$ cat src/rtl/affine_tap_accumulator.sv
// affine_tap_accumulator
//   Final stage of the 6-tap, 1/16-pel affine interpolation path. It takes
//   the six tap products already chosen by the MCM filters and the centre
//   sample. It applies the fixed tap signs and sums the products in a 3-stage
//   pipeline. It then rounds, shifts and optionally clips the result, and
//   hands it downstream over a valid/ready handshake.
//
//   Optional feature macro: AFFINE_TAP_CLIP_EN
//     defined   : the rounded result is saturated to the SAMPLE_W signed range
//     undefined : the rounded result is truncated to OUT_W, with no saturation
//
// Ports
//   clk        system clock
//   rst_n      asynchronous active-low reset
//   in_valid   input beat valid
//   in_ready   block can accept a beat
//   frac       fractional position 0..15 (0 = integer position, centre bypass)
//   center     signed centre sample (tap 2)
//   p0..p5     unsigned-magnitude tap products, taps 0..5
//   out_valid  result valid
//   out_ready  downstream accepts result
//   y          signed filtered sample
module affine_tap_accumulator #(
  parameter int SAMPLE_W = 8,
  parameter int PROD_W   = 15,
  parameter int ACC_W    = 18,
  parameter int SHIFT    = 6,
  parameter int OUT_W    = 12
) (
  input  logic                       clk,
  input  logic                       rst_n,
  input  logic                       in_valid,
  output logic                       in_ready,
  input  logic [3:0]                 frac,
  input  logic signed [SAMPLE_W-1:0] center,
  input  logic [PROD_W-1:0]          p0,
  input  logic [PROD_W-1:0]          p1,
  input  logic [PROD_W-1:0]          p2,
  input  logic [PROD_W-1:0]          p3,
  input  logic [PROD_W-1:0]          p4,
  input  logic [PROD_W-1:0]          p5,
  output logic                       out_valid,
  input  logic                       out_ready,
  output logic signed [OUT_W-1:0]    y
);

  localparam logic signed [ACC_W-1:0] RND = ACC_W'(1 << (SHIFT-1));

  logic stall;

  logic                    v1, v2, v3;
  logic signed [ACC_W-1:0] s1_a, s1_b, s1_c;
  logic signed [ACC_W-1:0] s2_s;
  logic signed [OUT_W-1:0] s3_y;

  logic signed [ACC_W-1:0] pe0, pe1, pe2, pe3, pe4, pe5;
  logic signed [ACC_W-1:0] center_sh;
  logic signed [ACC_W-1:0] r_full;
  logic signed [OUT_W-1:0] y_next;

  // One global stall freezes every stage, so bubbles are kept in place.
  assign stall     = v3 & ~out_ready;
  assign in_ready  = ~stall;
  assign out_valid = v3;
  assign y         = s3_y;

  // The products are magnitudes, so they are zero-extended into the
  // accumulator. Any sign comes only from the fixed tap signs below.
  assign pe0 = {{(ACC_W-PROD_W){1'b0}}, p0};
  assign pe1 = {{(ACC_W-PROD_W){1'b0}}, p1};
  assign pe2 = {{(ACC_W-PROD_W){1'b0}}, p2};
  assign pe3 = {{(ACC_W-PROD_W){1'b0}}, p3};
  assign pe4 = {{(ACC_W-PROD_W){1'b0}}, p4};
  assign pe5 = {{(ACC_W-PROD_W){1'b0}}, p5};

  assign center_sh = {{(ACC_W-SAMPLE_W){center[SAMPLE_W-1]}}, center} <<< SHIFT;

  // Stage 1: partial sums. A bypass beat places the pre-shifted centre in
  // 'a' and zeros 'b' and 'c', so stage 2 needs no separate mux.
  always_ff @(posedge clk or negedge rst_n) begin
    if (!rst_n) begin
      v1   <= 1'b0;
      s1_a <= '0;
      s1_b <= '0;
      s1_c <= '0;
    end else if (!stall) begin
      v1 <= in_valid;
      if (in_valid) begin
        if (frac == 4'd0) begin
          s1_a <= center_sh;
          s1_b <= '0;
          s1_c <= '0;
        end else begin
          s1_a <= pe0 - pe1;
          s1_b <= pe2 + pe3;
          s1_c <= pe5 - pe4;
        end
      end
    end
  end

  // Stage 2: full sum, which wraps at ACC_W.
  always_ff @(posedge clk or negedge rst_n) begin
    if (!rst_n) begin
      v2   <= 1'b0;
      s2_s <= '0;
    end else if (!stall) begin
      v2   <= v1;
      s2_s <= s1_a + s1_b + s1_c;
    end
  end

  // Stage 3 combinational: round half up, which also takes negative ties
  // toward +inf, then shift arithmetically.
  assign r_full = (s2_s + RND) >>> SHIFT;

`ifdef AFFINE_TAP_CLIP_EN
  localparam logic signed [ACC_W-1:0] SAT_HI = ACC_W'((1 << (SAMPLE_W-1)) - 1);
  localparam logic signed [ACC_W-1:0] SAT_LO = -ACC_W'(1 << (SAMPLE_W-1));

  logic signed [ACC_W-1:0] r_sat;

  always_comb begin
    r_sat = r_full;
    if (r_full > SAT_HI) begin
      r_sat = SAT_HI;
    end else if (r_full < SAT_LO) begin
      r_sat = SAT_LO;
    end
  end

  // The saturated value fits in SAMPLE_W bits, so truncating it to OUT_W
  // keeps its sign.
  assign y_next = r_sat[OUT_W-1:0];
`else
  assign y_next = r_full[OUT_W-1:0];
`endif

  // Stage 3: output register.
  always_ff @(posedge clk or negedge rst_n) begin
    if (!rst_n) begin
      v3   <= 1'b0;
      s3_y <= '0;
    end else if (!stall) begin
      v3   <= v2;
      s3_y <= y_next;
    end
  end

endmodule

$ cat config.mk
export PLATFORM = sky130hd
export DESIGN_NAME = affine_tap_accumulator
export DESIGN_NICKNAME = d
export VERILOG_FILES = /design/src/rtl/affine_tap_accumulator.sv
export SDC_FILE = /design/constraint.sdc
export NUM_CORES = 1
export LEC_CHECK = 0
export BUFFER_PORTS_ARGS = -buffer_cell sky130_fd_sc_hd__clkbuf_2
export CAP_MARGIN = 20
export CORE_MARGIN = 1.5
export CORE_UTILIZATION = 47
export DETAILED_ROUTE_END_ITERATION = 8
export PLACE_DENSITY_LB_ADDON = 0.08
export SETUP_SLACK_MARGIN = 0.3
export SLEW_MARGIN = 20
export SYNTH_ARGS = -nofsm -noshare
export SYNTH_HDL_FRONTEND = slang
export SYNTH_SLANG_ARGS = --single-unit
$ cat constraint.sdc
create_clock -name clk -period 8 [get_ports clk]
set_input_delay 2 -clock clk [delete_from_list [all_inputs] [get_ports clk]]
set_output_delay 2 -clock clk [all_outputs]
set_load 0.05 [all_outputs]
==> metrics, run 1 <==
distinct cell type count of the synthesized netlist=63; post-cts repair resize count=0; synthesized-area fraction occupied by adder cells=0.196; Detail Route Antenna Nets=0; number of buffers on the longest clock path=2; maximum clock frequency=190 MHz; number of buffers inserted to repair setup after CTS=0; Clk Latency, worst-skew pair=0.34 ns; most frequent cells after synthesis=sky130_fd_sc_hd__dfrtp_1 (76), sky130_fd_sc_hd__nand2_1 (72), sky130_fd_sc_hd__ha_1 (63), sky130_fd_sc_hd__inv_1 (63), sky130_fd_sc_hd__o21ai_0 (49); DIE AREA=0.0134 mm^2; number of instances in the synthesized netlist=673; mean post-synth cell area=8.86 um^2; die span in y=116 um; area of the mapped netlist=0.00596 mm^2; core area=0.0122 mm^2; Fin. Hold Viols=0; clock tree root buffer cell=sky130_fd_sc_hd__clkbuf_16; reg-to-reg slack, setup=4.55 ns; Placement Cell Area=0.00672 mm^2; nets@finish=974; top post-synthesis cells by area=sky130_fd_sc_hd__dfrtp_1 (32%), sky130_fd_sc_hd__ha_1 (13%), sky130_fd_sc_hd__fa_1 (6.4%), sky130_fd_sc_hd__nand2_1 (4.5%), sky130_fd_sc_hd__o21ai_0 (4.1%); number of gates on the worst path with buffers counted=5; Crit path max-delay family=buffers and inverters; Seq cells post-synth=76; largest net degree at the start of global routing=77; dominant cell by count in the synthesized netlist=sky130_fd_sc_hd__dfrtp_1; class of the tightest hold or removal check=reg2reg; power density over the cells=333 mW/mm^2; result of the run=completed; number of sinks driven by the clock tree=76; number of setup violations in the final report=0; number of DRC markers in iteration 0=306; Slowest cell on crit path=sky130_fd_sc_hd__inv_1; Post-synth EDFFs=0; crit end category=output pin; Initial Utilization=0.488; number of input and output port buffers inserted=119; number of warning messages in the yosys log=0; vias in the first global route=5001; total routing resource utilization after global routing=0.222; I/O pin cnt=120; worst reg2reg path startpoint=out_valid$_DFFE_PN0N_; DRC Markers=0; number of nets in the synthesized netlist=861; CP bufs+invs=4; post-route total power=0.00233 W; WL final=13700 um; share of cells above drive strength 1=0.196; clock slew at the register clock pins of the worst setup and hold paths=0.06 ns; proportion of synthesized flip-flops having asynchronous set or reset=1.00; Reg-to-Reg End=s1_c[14]$_DFFE_PN0P_; dominant combinational cell family by area after synthesis=compound AO/OA/AOI/OAI gates; share of the synthesized area in compound gates (AO/OA/AOI/OAI)=0.213; number of pins with negative max-slew slack in the final report=0; worst setup path startpoint=out_ready; post-route standard cell area excluding fillers=0.00700 mm^2; via count=5145; average wire per standard cell=14.3 um; most used flip-flop cell after synthesis=sky130_fd_sc_hd__dfrtp_1; multiplexer area fraction after synthesis=0.00357; CP max FO=36; half-perimeter wire length of the detailed placement result=10900 um; average vias per placed instance=5.36; instance count along the most critical hold path=2; most used cell along the critical path=sky130_fd_sc_hd__clkbuf_2; register area share after synthesis=0.319; launching element type of the critical path=primary input; crit path cell chain=clkbuf_2 -> nor2b_2 -> buf_4 -> inv_1 -> clkbuf_2; post-route setup TNS=0 ns; classification of the worst setup path=in2out; xor and xnor fraction of the mapped netlist area=0.0690; initial antenna violation count=0; final setup skew=0.0117 ns; cell row count=40; area fraction of the dominant cell type after synthesis=0.319; cell leakage power=3.46 nW; clock tree from TritonCTS=done; Die X=116 um; area overhead of the layout relative to synthesis=17.5%; global route overflow=0; Maximum Capacitance Violations=0; CP endpoint=in_ready; first-pass iteration count of the detailed router=6; number of hold buffers added after cts=0; fraction of the cycle the final worst path needs=0.658; H-tree levels=3; diode count=0; global-route wire length before repair=23300 um; simple-gate portion of the synthesized area=0.147; Peak VDD IR=134 uV; CTS Buf Count=9; CP peak stage delay=0.52 ns; worst relative slew slack=0.362; min Tclk post-route=5.27 ns; Worst Tran Pin Value=0.957 ns; final estimated routing congestion in global placement=0.804; unrepaired setup endpoints after global routing=false; cell accounting for the most synthesized area=sky130_fd_sc_hd__dfrtp_1; worst r2r path cells=8; arrival time reported for the critical path endpoint=3.27 ns; Required @ worst endpoint=6.00 ns
-- worst register-to-register path: stages (launching register included) --
cell,delay [ns]
sky130_fd_sc_hd__dfrtp_1,0.37
sky130_fd_sc_hd__nor2b_2,0.15
sky130_fd_sc_hd__buf_4,0.22
sky130_fd_sc_hd__inv_1,0.53
sky130_fd_sc_hd__and2_1,0.83
sky130_fd_sc_hd__nand2_1,0.40
sky130_fd_sc_hd__buf_4,0.32
sky130_fd_sc_hd__or4b_1,0.48
sky130_fd_sc_hd__nand3_1,0.08
-- worst min path at each step --
stage / from / end / slack (ns)
4_1_cts: v1$_DFFE_PN0N_ / v2$_DFFE_PN0N_ / 0.47
3_3_place_gp: v2$_DFFE_PN0N_ / v2$_DFFE_PN0N_ / 0.45
3_5_place_dp: v2$_DFFE_PN0N_ / v2$_DFFE_PN0N_ / 0.46
2_1_floorplan: v2$_DFFE_PN0N_ / v2$_DFFE_PN0N_ / 0.43
6_report: v1$_DFFE_PN0N_ / v2$_DFFE_PN0N_ / 0.47
5_1_grt: v1$_DFFE_PN0N_ / v1$_DFFE_PN0N_ / 0.50
-- cells by family (layout without fill, tap and decap cells) --
logic type                 Yosys count  count (layout)
DFF                                 76              76
AOI/OAI and AO/OA                  198             198
muxes                                2               2
and+or+nand+nor                    185             185
adders and majority gates           82              82
xor gates and xnor gates            47              47
buffers and inverters               83             201
-- final cells by class --
type | count | area, um^2
fillers | 1191 | 5210
multi-input cells | 514 | 3750
flip-flops and latches | 76 | 1900
repair buffers | 122 | 621
inverters | 63 | 236
clock buffers | 9 | 225
well taps | 168 | 210
clock inverters | 7 | 55.1
-- state kept, by name, summed over array words and instances, names as in the netlist --
name       flops
out_valid      1
s1_a          16
s1_b          16
s1_c          16
s2_s          13
v1             1
v2             1
y             12
-- layer usage --
layer / part of all wire / track usage / vias to the layer above
met5: 0 / 0 / -
met3: 0.035 / 0.0345 / 9
met1: 0.49 / 0.300 / 2429
li1: - / - / 2594
met4: 0.0081 / 0.0545 / 0
met2: 0.47 / 0.377 / 113
-- power by group --
group / leakage, nW / internal, W / total (W) / switching (W)
Sequential: 0.911 / 0.000540 / 0.000663 / 0.000123
Combinational: 2.41 / 0.000531 / 0.00129 / 0.000758
Clock: 0.133 / 0.000214 / 0.000381 / 0.000168
Total: 3.46 / 0.00128 / 0.00233 / 0.00105
-- through the flow --
stage          hold slack (ns)  setup WS, ns  utilization  std cells
2_1_floorplan            0.430          2.81            -        673
4_1_cts                  0.467          2.74        0.574        959
5_1_grt                  0.498          2.60        0.574        959
3_3_place_gp             0.446          2.76        0.551        943
6_report                 0.468          2.73        0.574        959
3_5_place_dp             0.456          2.75        0.551        943
-- layout by cell type (no fill, tap or decap), drive strengths merged, types with 3 or more instances in the layout --
cell type    n
clkbuf     127
dfrtp       76
nand2       73
inv         67
ha          63
o21ai       55
a21oi       46
nor2        42
xor2        24
xnor2       23
fa          19
nand3       16
a21o        15
o21a        13
o31ai       13
a31oi       13
o22ai       10
nor2b       10
nor3         9
nand4        7
nand2b       6
o211ai       5
or3          5
o31a         4
and3         4
buf          4
a21boi       3
a211oi       3
o21bai       3
No activity file was read; power rests on OpenSTA's default activity.
==> run 2: changes to the inputs <==
==> constraint.sdc (replaced) <==
create_clock -name clk -period 5 [get_ports clk]
set_input_delay 1.25 -clock clk [delete_from_list [all_inputs] [get_ports clk]]
set_output_delay 1.25 -clock clk [all_outputs]
set_load 0.05 [all_outputs]
==> run 2 against run 1 <==
Critical path depth is 1 lower. First-iteration DRC count decreased by 16%. Register-to-register slack worse by 2.7 ns. Clock-buffer cell count increased by 2. Utilization about the same. Largest cell class unchanged. Final cell count up 0.10%. Flip-flop and latch count unchanged. Critical endpoint unchanged.
==> metrics, run 2 (synthesis results as in run 1) <==
Detail Route Antenna Nets=0 (unchanged); min Tclk post-route=3.53 ns; number of pins with negative max-slew slack in the final report=0 (unchanged); number of DRC markers in iteration 0=257 (-16%); clock slew at the register clock pins of the worst setup and hold paths=0.06 ns (about the same); final hold slack=0.459 ns (-0.00888 ns); global route overflow=0 (unchanged); final estimated routing congestion in global placement=0.858 (+6.7%); number of hold buffers added after cts=0 (unchanged); number of buffers inserted to repair setup after CTS=0 (unchanged); largest net degree at the start of global routing=77 (unchanged); maximum clock frequency=283 MHz; number of buffers on the longest clock path=2 (unchanged); most frequent cells in the layout=sky130_fd_sc_hd__clkbuf_2 (118), sky130_fd_sc_hd__dfrtp_1 (76), sky130_fd_sc_hd__nand2_1 (72); DRC Markers=0 (unchanged); number of sinks driven by the clock tree=76 (unchanged); Required @ worst endpoint=3.75 ns (-2.25 ns); post-route setup TNS=0 ns (unchanged); core area=0.0122 mm^2 (unchanged); clock tree root buffer cell=sky130_fd_sc_hd__clkbuf_16; share of cells above drive strength 1=0.196 (-0.000247); initial antenna violation count=0 (unchanged); cell row count=40 (unchanged); top layer in use=met4; vias in the first global route=4945 (-1.1%); average vias per placed instance=5.30 (-1.2%); crit path cell chain=clkbuf_2 -> nor2b_2 -> inv_1 -> clkbuf_2; classification of the worst setup path=in2out; Clk Latency, worst-skew pair=0.34 ns (about the same); cell leakage power=3.46 nW (+0.22%); crit end category=output pin; arrival time reported for the critical path endpoint=2.28 ns (-0.99 ns); DIE AREA=0.0134 mm^2 (unchanged); Worst Tran Pin Value=0.967 ns (+0.00962 ns); CP max FO=21 (-42%); post-route total power=0.00372 W (+59%); number of setup violations in the final report=0 (unchanged); I/O pin cnt=120 (unchanged); WL final=13800 um (+0.68%); total routing resource utilization after global routing=0.219 (-0.00293); Initial Utilization=0.488 (unchanged); via count=5087 (-1.1%); Maximum Capacitance Violations=0 (unchanged); most common cell after layout, fill and taps aside=sky130_fd_sc_hd__clkbuf_2; fraction of the cycle the final worst path needs=0.706; final setup skew=0.00828 ns (-0.00344 ns); H-tree levels=3 (unchanged); Filler Cell Count=1165 (-2.2%); Regs by FF count=s1_a (16), s1_b (16), s1_c (16); Die X=116 um (unchanged); area overhead of the layout relative to synthesis=17.5% (about the same); met1 WL=6690 um (+0.56%); worst relative slew slack=0.356 (-0.00641); post-cts repair resize count=0 (unchanged); first-pass iteration count of the detailed router=4 (-2); clock tree from TritonCTS=done; launching element type of the critical path=primary input; met2 WL post-DR=6230 um (-3.5%); average wire per standard cell=14.4 um (+0.57%); nets@finish=976 (+0.21%); unrepaired setup endpoints after global routing=false; half-perimeter wire length of the detailed placement result=10800 um (-1.2%); CP bufs+invs=3 (-1); class of the tightest hold or removal check=reg2reg; Peak VDD IR=269 uV (+100%); Crit path max-delay family=buffers and inverters; CTS Buf Count=9 (unchanged); most used cell along the critical path=sky130_fd_sc_hd__clkbuf_2; result of the run=completed; number of input and output port buffers inserted=119 (unchanged); met3 wire length=655 um (+37%); power density over the cells=531 mW/mm^2 (+59%); CP peak stage delay=0.51 ns (about the same); diode count=0 (unchanged); Fin. Hold Viols=0 (unchanged); die span in y=116 um (unchanged); Slowest cell on crit path=sky130_fd_sc_hd__inv_1; global-route wire length before repair=23100 um (-0.94%)
## run 2: worst register-to-register path, delay by kind of cell, from the launching register on
| family | cells | cell delay [ns] |
|---|---|---|
| AO/OA/AOI/OAI | 7 | 1.45 |
| adder cells (fa/ha/maj) | 2 | 0.83 |
| AND/OR/NAND/NOR | 1 | 0.33 |
| flip-flops | 1 | 0.32 |
| buffers and inverters | 2 | 0.10 |
## run 2: path summary, 6_finish.rpt
path,from,endpoint,slack (ns),cells past startpoint
worst min-delay path,v2$_DFFE_PN0N_,v2$_DFFE_PN0N_,0.46,2
worst max register to register,s1_a[3]$_DFFE_PN0P_,s2_s[17]$_DFFE_PN0N_,1.88,12
worst min register to register,v2$_DFFE_PN0N_,v2$_DFFE_PN0N_,0.46,2
worst max-delay path,out_ready,in_ready,1.47,4
min in group asynchronous,rst_n,s1_a[2]$_DFFE_PN0P_,1.05,1
max in group asynchronous,rst_n,s1_b[15]$_DFFE_PN0P_,3.32,1
## run 2: layout make-up
type	instances	area [um^2]	area share
multi-input combinational	514	3750	0.536
tap	168	210	0.0300
clock inverter	4	26.3	0.00375
timing repair buffer	124	636	0.0907
clock buffer	11	243	0.0346
sequential	76	1900	0.271
inverter	63	236	0.0337
## run 2: per-stage QoR
step | area, um^2 | util | std cells | worst slack [ns]
2_1_floorplan | 5960 | - | 673 | 1.31
3_3_place_gp | 6740 | 0.552 | 945 | 1.39
3_5_place_dp | 6740 | 0.552 | 945 | 1.31
4_1_cts | 7010 | 0.574 | 960 | 1.45
5_1_grt | 7010 | 0.574 | 960 | 1.38
6_report | 7010 | 0.574 | 960 | 1.47
## run 2: power breakdown
group          total [W]  switching [W]  internal (W)
clock           0.000597       0.000252      0.000346
sequential       0.00106       0.000194      0.000864
combinational    0.00206        0.00121      0.000852
total            0.00372        0.00166       0.00206
## run 2: per-layer routing
layer,GRT usage,vias up
met2,0.352,119
met3,0.0445,15
met4,0.0602,0
met1,0.304,2361
met5,0,-
li1,-,2592
